### src/rtl/pcie_slv_mailbox.sv
// pcie_slv_mailbox
//   BAR0 slave-bus target with a small register file and two mailboxes.
//   H2L carries host writes to local logic, and L2H carries local writes back to the host.
//
// Ports
//   pcie_clk, sys_rst_n      : clock and asynchronous active-low reset
//   slv_bar_i/ce/we/adr/dat/sel : slave bus request; only BAR0 hits are served
//   slv_dat_o                : registered read data, valid the cycle after the strobe
//   h2l_rd_en/h2l_dat/h2l_empty : local show-ahead pop side of the H2L mailbox
//   l2h_wr_en/l2h_dat/l2h_full  : local push side of the L2H mailbox
//   led                      : CTRL[7:0] inverted for active-low board LEDs
//
// Register map (halfword offset slv_adr_i[3:1])
//   0 ID  1 CTRL  2 SCRATCH  3 STATUS  4 H2L_DATA(WO)  5 L2H_DATA(RO, pop)
//   6 ERR(W1C)  7 reserved
module pcie_slv_mailbox #(
  parameter int unsigned DEPTH_LOG2 = 4,
  parameter logic [15:0] ID_VALUE   = 16'h1A2B
) (
  input  logic        pcie_clk,
  input  logic        sys_rst_n,
  input  logic [6:0]  slv_bar_i,
  input  logic        slv_ce_i,
  input  logic        slv_we_i,
  input  logic [19:1] slv_adr_i,
  input  logic [15:0] slv_dat_i,
  input  logic [1:0]  slv_sel_i,
  output logic [15:0] slv_dat_o,
  input  logic        h2l_rd_en,
  output logic [15:0] h2l_dat,
  output logic        h2l_empty,
  input  logic        l2h_wr_en,
  input  logic [15:0] l2h_dat,
  output logic        l2h_full,
  output logic [7:0]  led
);

  localparam int unsigned DEPTH = 1 << DEPTH_LOG2;
  localparam int unsigned CW    = DEPTH_LOG2 + 1;
  localparam logic [CW-1:0]         FULL_COUNT = CW'(DEPTH);
  localparam logic [CW-1:0]         CNT_ONE    = CW'(1);
  localparam logic [DEPTH_LOG2-1:0] PTR_ONE    = DEPTH_LOG2'(1);

  // ---------------------------------------------------------------------------
  // Bus decode
  // ---------------------------------------------------------------------------
  logic        acc;
  logic        host_wr;
  logic        host_rd;
  logic        sel_any;
  logic [2:0]  offset;
  logic [15:0] lane_mask;

  assign acc     = slv_ce_i & slv_bar_i[0];
  assign host_wr = acc & slv_we_i;
  assign host_rd = acc & ~slv_we_i;
  assign sel_any = |slv_sel_i;
  assign offset  = slv_adr_i[3:1];

  // Expand each byte enable across its lane.
  genvar gi;
  generate
    for (gi = 0; gi < 2; gi++) begin : g_lane
      assign lane_mask[gi*8 +: 8] = {8{slv_sel_i[gi]}};
    end
  endgenerate

  // Address bits above [3:1] and the other BAR hits play no part in decode.
  logic unused_bits;
  assign unused_bits = ^{slv_bar_i[6:1], slv_adr_i[19:4]};

  // ---------------------------------------------------------------------------
  // State
  // ---------------------------------------------------------------------------
  logic [14:0] ctrl_reg;
  logic [15:0] scratch_reg;
  logic [2:0]  err_reg;

  logic [15:0]           h2l_mem [DEPTH];
  logic [DEPTH_LOG2-1:0] h2l_wr_ptr_reg, h2l_rd_ptr_reg;
  logic [CW-1:0]         h2l_count_reg;

  logic [15:0]           l2h_mem [DEPTH];
  logic [DEPTH_LOG2-1:0] l2h_wr_ptr_reg, l2h_rd_ptr_reg;
  logic [CW-1:0]         l2h_count_reg;

  // ---------------------------------------------------------------------------
  // FIFO control
  // ---------------------------------------------------------------------------
  logic h2l_is_full, h2l_is_empty, l2h_is_full, l2h_is_empty;
  logic flush;
  logic h2l_push_req, h2l_push_ok, h2l_pop_ok;
  logic l2h_pop_req, l2h_push_ok, l2h_pop_ok;

  assign h2l_is_full  = (h2l_count_reg == FULL_COUNT);
  assign h2l_is_empty = (h2l_count_reg == '0);
  assign l2h_is_full  = (l2h_count_reg == FULL_COUNT);
  assign l2h_is_empty = (l2h_count_reg == '0);

  // FLUSH is only meaningful when the upper lane is actually written.
  assign flush = host_wr & (offset == 3'd1) & slv_sel_i[1] & slv_dat_i[15];

  // A pop in the same cycle frees the slot, so a push to a full FIFO still lands.
  assign h2l_push_req = host_wr & (offset == 3'd4) & sel_any;
  assign h2l_pop_ok   = h2l_rd_en & ~h2l_is_empty;
  assign h2l_push_ok  = h2l_push_req & (~h2l_is_full | h2l_pop_ok);

  assign l2h_pop_req  = host_rd & (offset == 3'd5);
  assign l2h_pop_ok   = l2h_pop_req & ~l2h_is_empty;
  assign l2h_push_ok  = l2h_wr_en & (~l2h_is_full | l2h_pop_ok);

  // ---------------------------------------------------------------------------
  // Register next values
  // ---------------------------------------------------------------------------
  logic [14:0] ctrl_next;
  logic [15:0] scratch_next;
  logic [2:0]  err_set, err_clr, err_next;

  assign ctrl_next    = (ctrl_reg & ~lane_mask[14:0]) | (slv_dat_i[14:0] & lane_mask[14:0]);
  assign scratch_next = (scratch_reg & ~lane_mask) | (slv_dat_i & lane_mask);

  assign err_set = {l2h_wr_en & l2h_is_full & ~l2h_pop_ok,
                    l2h_pop_req & l2h_is_empty,
                    h2l_push_req & h2l_is_full & ~h2l_pop_ok};
  assign err_clr = (host_wr && offset == 3'd6) ? (slv_dat_i[2:0] & lane_mask[2:0]) : 3'b000;
  // A set in the same cycle as its clear wins.
  assign err_next = (err_reg & ~err_clr) | err_set;

  // ---------------------------------------------------------------------------
  // Read mux
  // ---------------------------------------------------------------------------
  logic [15:0] status_word;
  logic [15:0] rd_data;

  always_comb begin
    status_word           = '0;
    status_word[8 +: CW]  = h2l_count_reg;
    status_word[0 +: CW]  = l2h_count_reg;
  end

  always_comb begin
    rd_data = '0;
    case (offset)
      3'd0:    rd_data = ID_VALUE;
      3'd1:    rd_data = {1'b0, ctrl_reg};
      3'd2:    rd_data = scratch_reg;
      3'd3:    rd_data = status_word;
      3'd5:    rd_data = l2h_is_empty ? 16'h0000 : l2h_mem[l2h_rd_ptr_reg];
      3'd6:    rd_data = {13'b0, err_reg};
      default: rd_data = '0;
    endcase
  end

  // ---------------------------------------------------------------------------
  // Registers
  // ---------------------------------------------------------------------------
  always_ff @(posedge pcie_clk or negedge sys_rst_n) begin
    if (!sys_rst_n) begin
      slv_dat_o   <= '0;
      ctrl_reg    <= '0;
      scratch_reg <= '0;
      err_reg     <= '0;
    end else begin
      if (host_rd) begin
        slv_dat_o <= rd_data;
      end
      if (host_wr && offset == 3'd1) begin
        ctrl_reg <= ctrl_next;
      end
      if (host_wr && offset == 3'd2) begin
        scratch_reg <= scratch_next;
      end
      err_reg <= err_next;
    end
  end

  // H2L pointers and count; flush overrides any coincident push or pop.
  always_ff @(posedge pcie_clk or negedge sys_rst_n) begin
    if (!sys_rst_n) begin
      h2l_wr_ptr_reg <= '0;
      h2l_rd_ptr_reg <= '0;
      h2l_count_reg  <= '0;
    end else if (flush) begin
      h2l_wr_ptr_reg <= '0;
      h2l_rd_ptr_reg <= '0;
      h2l_count_reg  <= '0;
    end else begin
      if (h2l_push_ok) h2l_wr_ptr_reg <= h2l_wr_ptr_reg + PTR_ONE;
      if (h2l_pop_ok)  h2l_rd_ptr_reg <= h2l_rd_ptr_reg + PTR_ONE;
      case ({h2l_push_ok, h2l_pop_ok})
        2'b10:   h2l_count_reg <= h2l_count_reg + CNT_ONE;
        2'b01:   h2l_count_reg <= h2l_count_reg - CNT_ONE;
        default: h2l_count_reg <= h2l_count_reg;
      endcase
    end
  end

  // L2H pointers and count.
  always_ff @(posedge pcie_clk or negedge sys_rst_n) begin
    if (!sys_rst_n) begin
      l2h_wr_ptr_reg <= '0;
      l2h_rd_ptr_reg <= '0;
      l2h_count_reg  <= '0;
    end else if (flush) begin
      l2h_wr_ptr_reg <= '0;
      l2h_rd_ptr_reg <= '0;
      l2h_count_reg  <= '0;
    end else begin
      if (l2h_push_ok) l2h_wr_ptr_reg <= l2h_wr_ptr_reg + PTR_ONE;
      if (l2h_pop_ok)  l2h_rd_ptr_reg <= l2h_rd_ptr_reg + PTR_ONE;
      case ({l2h_push_ok, l2h_pop_ok})
        2'b10:   l2h_count_reg <= l2h_count_reg + CNT_ONE;
        2'b01:   l2h_count_reg <= l2h_count_reg - CNT_ONE;
        default: l2h_count_reg <= l2h_count_reg;
      endcase
    end
  end

  // Storage arrays carry no reset; the counts alone define valid contents.
  always_ff @(posedge pcie_clk) begin
    if (h2l_push_ok && !flush) begin
      h2l_mem[h2l_wr_ptr_reg] <= slv_dat_i & lane_mask;
    end
    if (l2h_push_ok && !flush) begin
      l2h_mem[l2h_wr_ptr_reg] <= l2h_dat;
    end
  end

  // ---------------------------------------------------------------------------
  // Outputs
  // ---------------------------------------------------------------------------
  assign h2l_empty = h2l_is_empty;
  assign h2l_dat   = h2l_is_empty ? 16'h0000 : h2l_mem[h2l_rd_ptr_reg];
  assign l2h_full  = l2h_is_full;
  assign led       = ~ctrl_reg[7:0];

endmodule
### config.mk
export PLATFORM = sky130hd
export DESIGN_NAME = pcie_slv_mailbox
export DESIGN_NICKNAME = d
export VERILOG_FILES = /design/src/rtl/pcie_slv_mailbox.sv
export SDC_FILE = /design/constraint.sdc
export NUM_CORES = 1
export LEC_CHECK = 0
export CORE_ASPECT_RATIO = 0.75
export CORE_MARGIN = 1
export CORE_UTILIZATION = 40
export DETAILED_ROUTE_END_ITERATION = 8
export SYNTH_ARGS = -nofsm -noshare
export SYNTH_HDL_FRONTEND = slang
export SYNTH_SLANG_ARGS = --single-unit
### constraint.sdc
create_clock -name pcie_clk -period 4 [get_ports pcie_clk]
set_input_delay 0.8 -clock pcie_clk [delete_from_list [all_inputs] [get_ports pcie_clk]]
set_output_delay 0.8 -clock pcie_clk [all_outputs]
set_load 0.02 [all_outputs]
# After elaboration in Yosys (flattened, before gate mapping)
# Memory sizes are Yosys's and may differ from the RTL's.
# Index checks and enable logic that the tools add are counted.
# totals
reg_bits	76
ram_bits	512
in_bits	66
output_inout_bits	42
word_cells	108
n_memories	2
# classes
add_sub_neg	8
eq_ne	12
muxes	20
n_bitwise	40
n_reduce_logical	16
# memory_table
name	depth	word_bits	rd	rd_clocked_by_memory_dff	wr	line_no	text
h2l_mem	16	16	1	0	1	79	logic [15:0] h2l_mem [DEPTH];
l2h_mem	16	16	1	0	1	83	logic [15:0] l2h_mem [DEPTH];
# ops
op	count
16-bit one-hot mux with 6 select lines	1
16-bit AND	2
16-bit two-way mux	2
4-bit two-way mux	8
15-bit AND	2
5-bit one-hot mux with 2 select lines	2
1-bit AND	18
4-bit by 1-bit adder with 4-bit output (second input constant)	4
16-bit NOT	1
16-bit bitwise OR	1
15-bit NOT	1
15-bit bitwise OR	1
5-bit by 1-bit adder with 5-bit output (second input constant)	2
5-bit == test (second input constant)	2
5-bit zero test	2
5-bit two-way mux	2
5-bit by 1-bit subtractor with 5-bit output (second input constant)	2
3-bit == test (second input constant)	3
8-bit NOT	1
2-bit nonzero test	4
1-bit NOT	7
3-bit AND	2
3-bit by 2-bit == test with 1-bit output (second input constant)	2
3-bit nonzero test	2
12 further kinds	22

# Longest topological paths before layout
# depth
depth_word	9
depth_mapped	10
ltp_nobuf	10

# Least setup slack after synthesis
# No wires, ideal clock.
# synth_timing
path_kind	in2reg
from	in slv_adr_i[1] (netlist name)
to	mem h2l_mem[3][0] (enable)
setup_ns	0.430
arrival_time_ns	3.163
required_time_ns	3.570
slack_ns	0.407
path_stages	4
n_path_buf	1
cell_sequence	buf_2 nor4_2 nand2_1 nor4_1
# synth_between
elab_chain_cells	8
word_cells_on_any_way	12
cone_classes	eq/ne: 2; mux: 2; bitwise: 6; reduce/logical: 2
# synth_lines
item	line_no	text
from (decl)	25	input logic [19:1] slv_adr_i,
3-bit by 1-bit == test with 1-bit output	101	assign flush = host_wr & (offset == 3'd1) & slv_sel_i[1] & slv_dat_i[15];
1-bit AND (3 in series)	101	
1-bit zero test	221	if (h2l_push_ok && !flush) begin
1-bit logical AND (*)	221	
1-bit two-way mux (*)	221	
1-bit two-way mux (implied by the code) (*)	222	h2l_mem[h2l_wr_ptr_reg] <= slv_dat_i & lane_mask;
to (decl)	79	
# Every way passes the cells marked *; elsewhere a longest branch is shown, timed or not.

# Final worst setup path
# layout_timing
from	reg h2l_rd_ptr_reg[0]
to	out h2l_dat[14]
# layout_between
elab_chain_cells	2
# layout_lines
item	line_no	text
from (decl)	80	logic [DEPTH_LOG2-1:0] h2l_wr_ptr_reg, h2l_rd_ptr_reg;
from (signal assigned)	189	if (h2l_pop_ok) h2l_rd_ptr_reg <= h2l_rd_ptr_reg + PTR_ONE;
memory 16 x 16 bit	n/a	
16-bit two-way mux	233	assign h2l_dat = h2l_is_empty ? 16'h0000 : h2l_mem[h2l_rd_ptr_reg];
to (decl)	30	output logic [15:0] h2l_dat,
# Every way passes these cells.

==> metrics.txt <==
status=completed; Synth async-reset ratio=0.129; Layout area overhead=17.0%; CTS H-tree lvls=2; I/O Pins=108; vias in the first global route=12300; initial antenna violation count=6; Fill cells=4739; Post-synth EDFFs=512; Worst Path Required=3.20 ns; Net count, final=1476; routed len/inst=24.7 um; Reg area=0.0173 mm2; Worst Clk Skew=0.0206 ns; Rel. slew slack=0.345; prevailing post-synth register cell=edfxtp_1; worst-path maximum fanout=24; Inserted Clock Buffers=57; DRT antenna net count=0; YS warnings=0; sequential area share after synthesis=0.727; type of the worst min-delay path=in -> async; post-layout min period=3.91 ns; global route total overflow=0; first-pass GRT wire length=81600 um; Core ar.=0.0581 mm2; fraction of layout cells with a size suffix above 1=0.241; max frequency=256 MHz; Setup-failing EPs final=0; GP Congestion=0.844; Area contributors post-synth=edfxtp_1, mux4_2, dfrtp_1; Slew Viols, Final=0; dpl hpwl=34900 um; GRT Util Overall=0.185; root buffer selected by CTS=clkbuf_16; FF-to-FF setup slack=1.34 ns; via count=12200; die width=284 um; met2 WL=23400 um; met1 wire length=26500 um; area taken by multi-input logic gates=0.00614 mm2; RSZ-0062 raised after global routing=no; Worst Reg-to-Reg Cells=11; Reg2Reg Capture Point=h2l_count_reg[4]; Max-cap violations=0; # DRC=0; metal3 WL=4120 um; Synth Net Count=1313; period utilization=0.977; Crit path top cell by count=mux4_2; highest metal used=met5; Die H=213 um; CTS tree=built; Row Count=76; Synth area leader=edfxtp_1; Mapped Area=0.0238 mm2; share of the synthesized area in the top cell type=0.647; DR iter-0 viols=1070; Final TNS setup=0 ns; Synth Register Bits=588; Post-Synthesis Cells=1229; die area=0.0604 mm2; crit-path cells=buf_12 -> mux4_2 -> mux4_2 -> nor2b_1 -> clkdlybuf4s50_1; Tot Pwr=17.1 mW; final hold vios=0; biggest regs=h2l_mem: 256 flops, l2h_mem: 256 flops, slv_dat_o: 16 flops; Worst-Skew Late Latency=0.61 ns; slowest stage cell, crit path=mux4_2; Worst EP arrival=3.11 ns; drt total wl=54900 um; DRT Pass-1 Iters=5; worst r2r src=h2l_count_reg[1]; Reg clk slew, reported paths=0.07 ns; crit-path max cell delay=0.55 ns; CTS Sinks=588; LEAKAGE=9.28 nW; Starting Density=0.409; Peak supply drop=0.355 mV; Power Density=615 mW/mm2; syn_area_per_cell=19.3 um2; Setup crit start kind=flop; vias per cell=5.50; Cell variety after synth=61; Hold WS=0.271 ns; WS Path Type=reg -> out; largest net degree at the start of global routing=68; Setup crit end kind=primary output; slew of the pin with the lowest slew margin=0.979 ns; PortBufs=85; clk buf depth=3
[placed cells by master, fill, tap and decap left out, types with 18 or more instances in the layout]
| cell type | n |
|---|---|
| clkbuf_1 | 20 |
| mux2_2 | 27 |
| edfxtp_1 | 512 |
| clkdlybuf4s50_1 | 83 |
| nand2_1 | 46 |
| clkbuf_16 | 59 |
| a22oi_1 | 18 |
| buf_4 | 71 |
| and2_1 | 42 |
| nor2b_1 | 25 |
| nor2_1 | 34 |
| dfrtp_1 | 72 |
| inv_1 | 27 |
| a21oi_1 | 27 |
| mux4_2 | 141 |
[per-stage QoR]
stage,std cells,setup slack [ns],utilization,cell area (um2)
after floorplan,1229,0.407,-,23800
after global placement,2113,0.388,0.447,26000
after detailed placement,2113,0.356,0.447,26000
after CTS,2218,0.0252,0.478,27800
after global routing,2218,0.00186,0.478,27800
final,2221,0.0933,0.479,27800
[cells by family (layout without fill, tap and decap cells)]
| logic type | count (synthesis) | in the layout | share of synthesized area |
|---|---|---|---|
| AOI/OAI and AO/OA | 117 | 117 | 0.0351 |
| muxes | 184 | 184 | 0.153 |
| and+or+nand+nor | 220 | 220 | 0.0520 |
| buffers and inverters | 85 | 294 | 0.0167 |
| DFF | 588 | 588 | 0.727 |
| adders and majority gates | 18 | 18 | 0.0101 |
| xor gates and xnor gates | 17 | 17 | 0.00626 |
| other | 0 | 3 | 0 |
[power by group]
part / leakage (nW) / switching [mW] / internal (mW) / total (mW)
Clock: 0.859 / 2.20 / 2.98 / 5.18
Sequential: 5.60 / 0.395 / 7.14 / 7.54
Combinational: 2.82 / 2.12 / 2.27 / 4.38
[routing by layer]
| metal | up-vias | GRT usage |
|---|---|---|
| met5 | - | 0 |
| met2 | 380 | 0.265 |
| met1 | 6460 | 0.286 |
| li1 | 5313 | - |
| met3 | 60 | 0.0413 |
| met4 | 4 | 0.0460 |
[layout make-up]
class	instances	share of cell area
multi-input cells	556	0.221
well taps	780	0.0351
diodes	3	0.000270
clock buffers	80	0.0563
clock inverters	25	0.00801
flip-flops and latches	588	0.622
inverters	28	0.00378
repair buffers	161	0.0541
[worst max path at each step]
stage	start	cells past startpoint	slack (ns)	end
floorplan	slv_adr_i[1]	4	0.41	h2l_mem[3][0]
global placement	slv_adr_i[3]	11	0.39	l2h_count_reg[4]
detailed placement	slv_adr_i[3]	11	0.36	l2h_count_reg[4]
CTS	h2l_rd_ptr_reg[0]	5	0.03	h2l_dat[3]
global route	h2l_rd_ptr_reg[0]	5	0.002	h2l_dat[12]
finish	h2l_rd_ptr_reg[0]	5	0.09	h2l_dat[14]
[cells in the mapped netlist (3+ instances only)]
cell	number
dfrtp_1	76
nand2_1	46
a21oi_1	27
inv_1	27
and3_1	4
buf_2	20
xor2_1	6
ha_1	16
mux2i_1	16
buf_1	10
nor2b_1	25
a21o_1	3
nor4_1	8
a2111oi_0	4
nand3_1	15
o21ai_0	16
nand3b_1	3
a22o_1	8
buf_6	6
a22oi_1	18
mux2_2	27
o21ai_1	8
edfxtp_1	512
and2_1	42
or4_1	3
a221o_1	6
nor3_2	4
nor3b_1	3
nor2_1	39
a211oi_1	3
mux4_2	141
nand4_1	6
a221oi_1	8
clkbuf_1	18
nand2b_1	3
xnor2_1	11
nor3_1	8
[repair_timing]
action / in CTS / in global routing
hold buffers: 0 / 0
gates resized for setup: 0 / 2
setup buffers: 0 / 0
setup endpoints to repair: 0 / 1
[worst max-delay path, delay by kind of cell, from the launching register on]
kind / cells / cell delay, ns
mux: 2 / 1.07
buf+inv: 2 / 0.77
flops: 1 / 0.48
simple gates: 1 / 0.15
(Power assumes the default switching activity.)
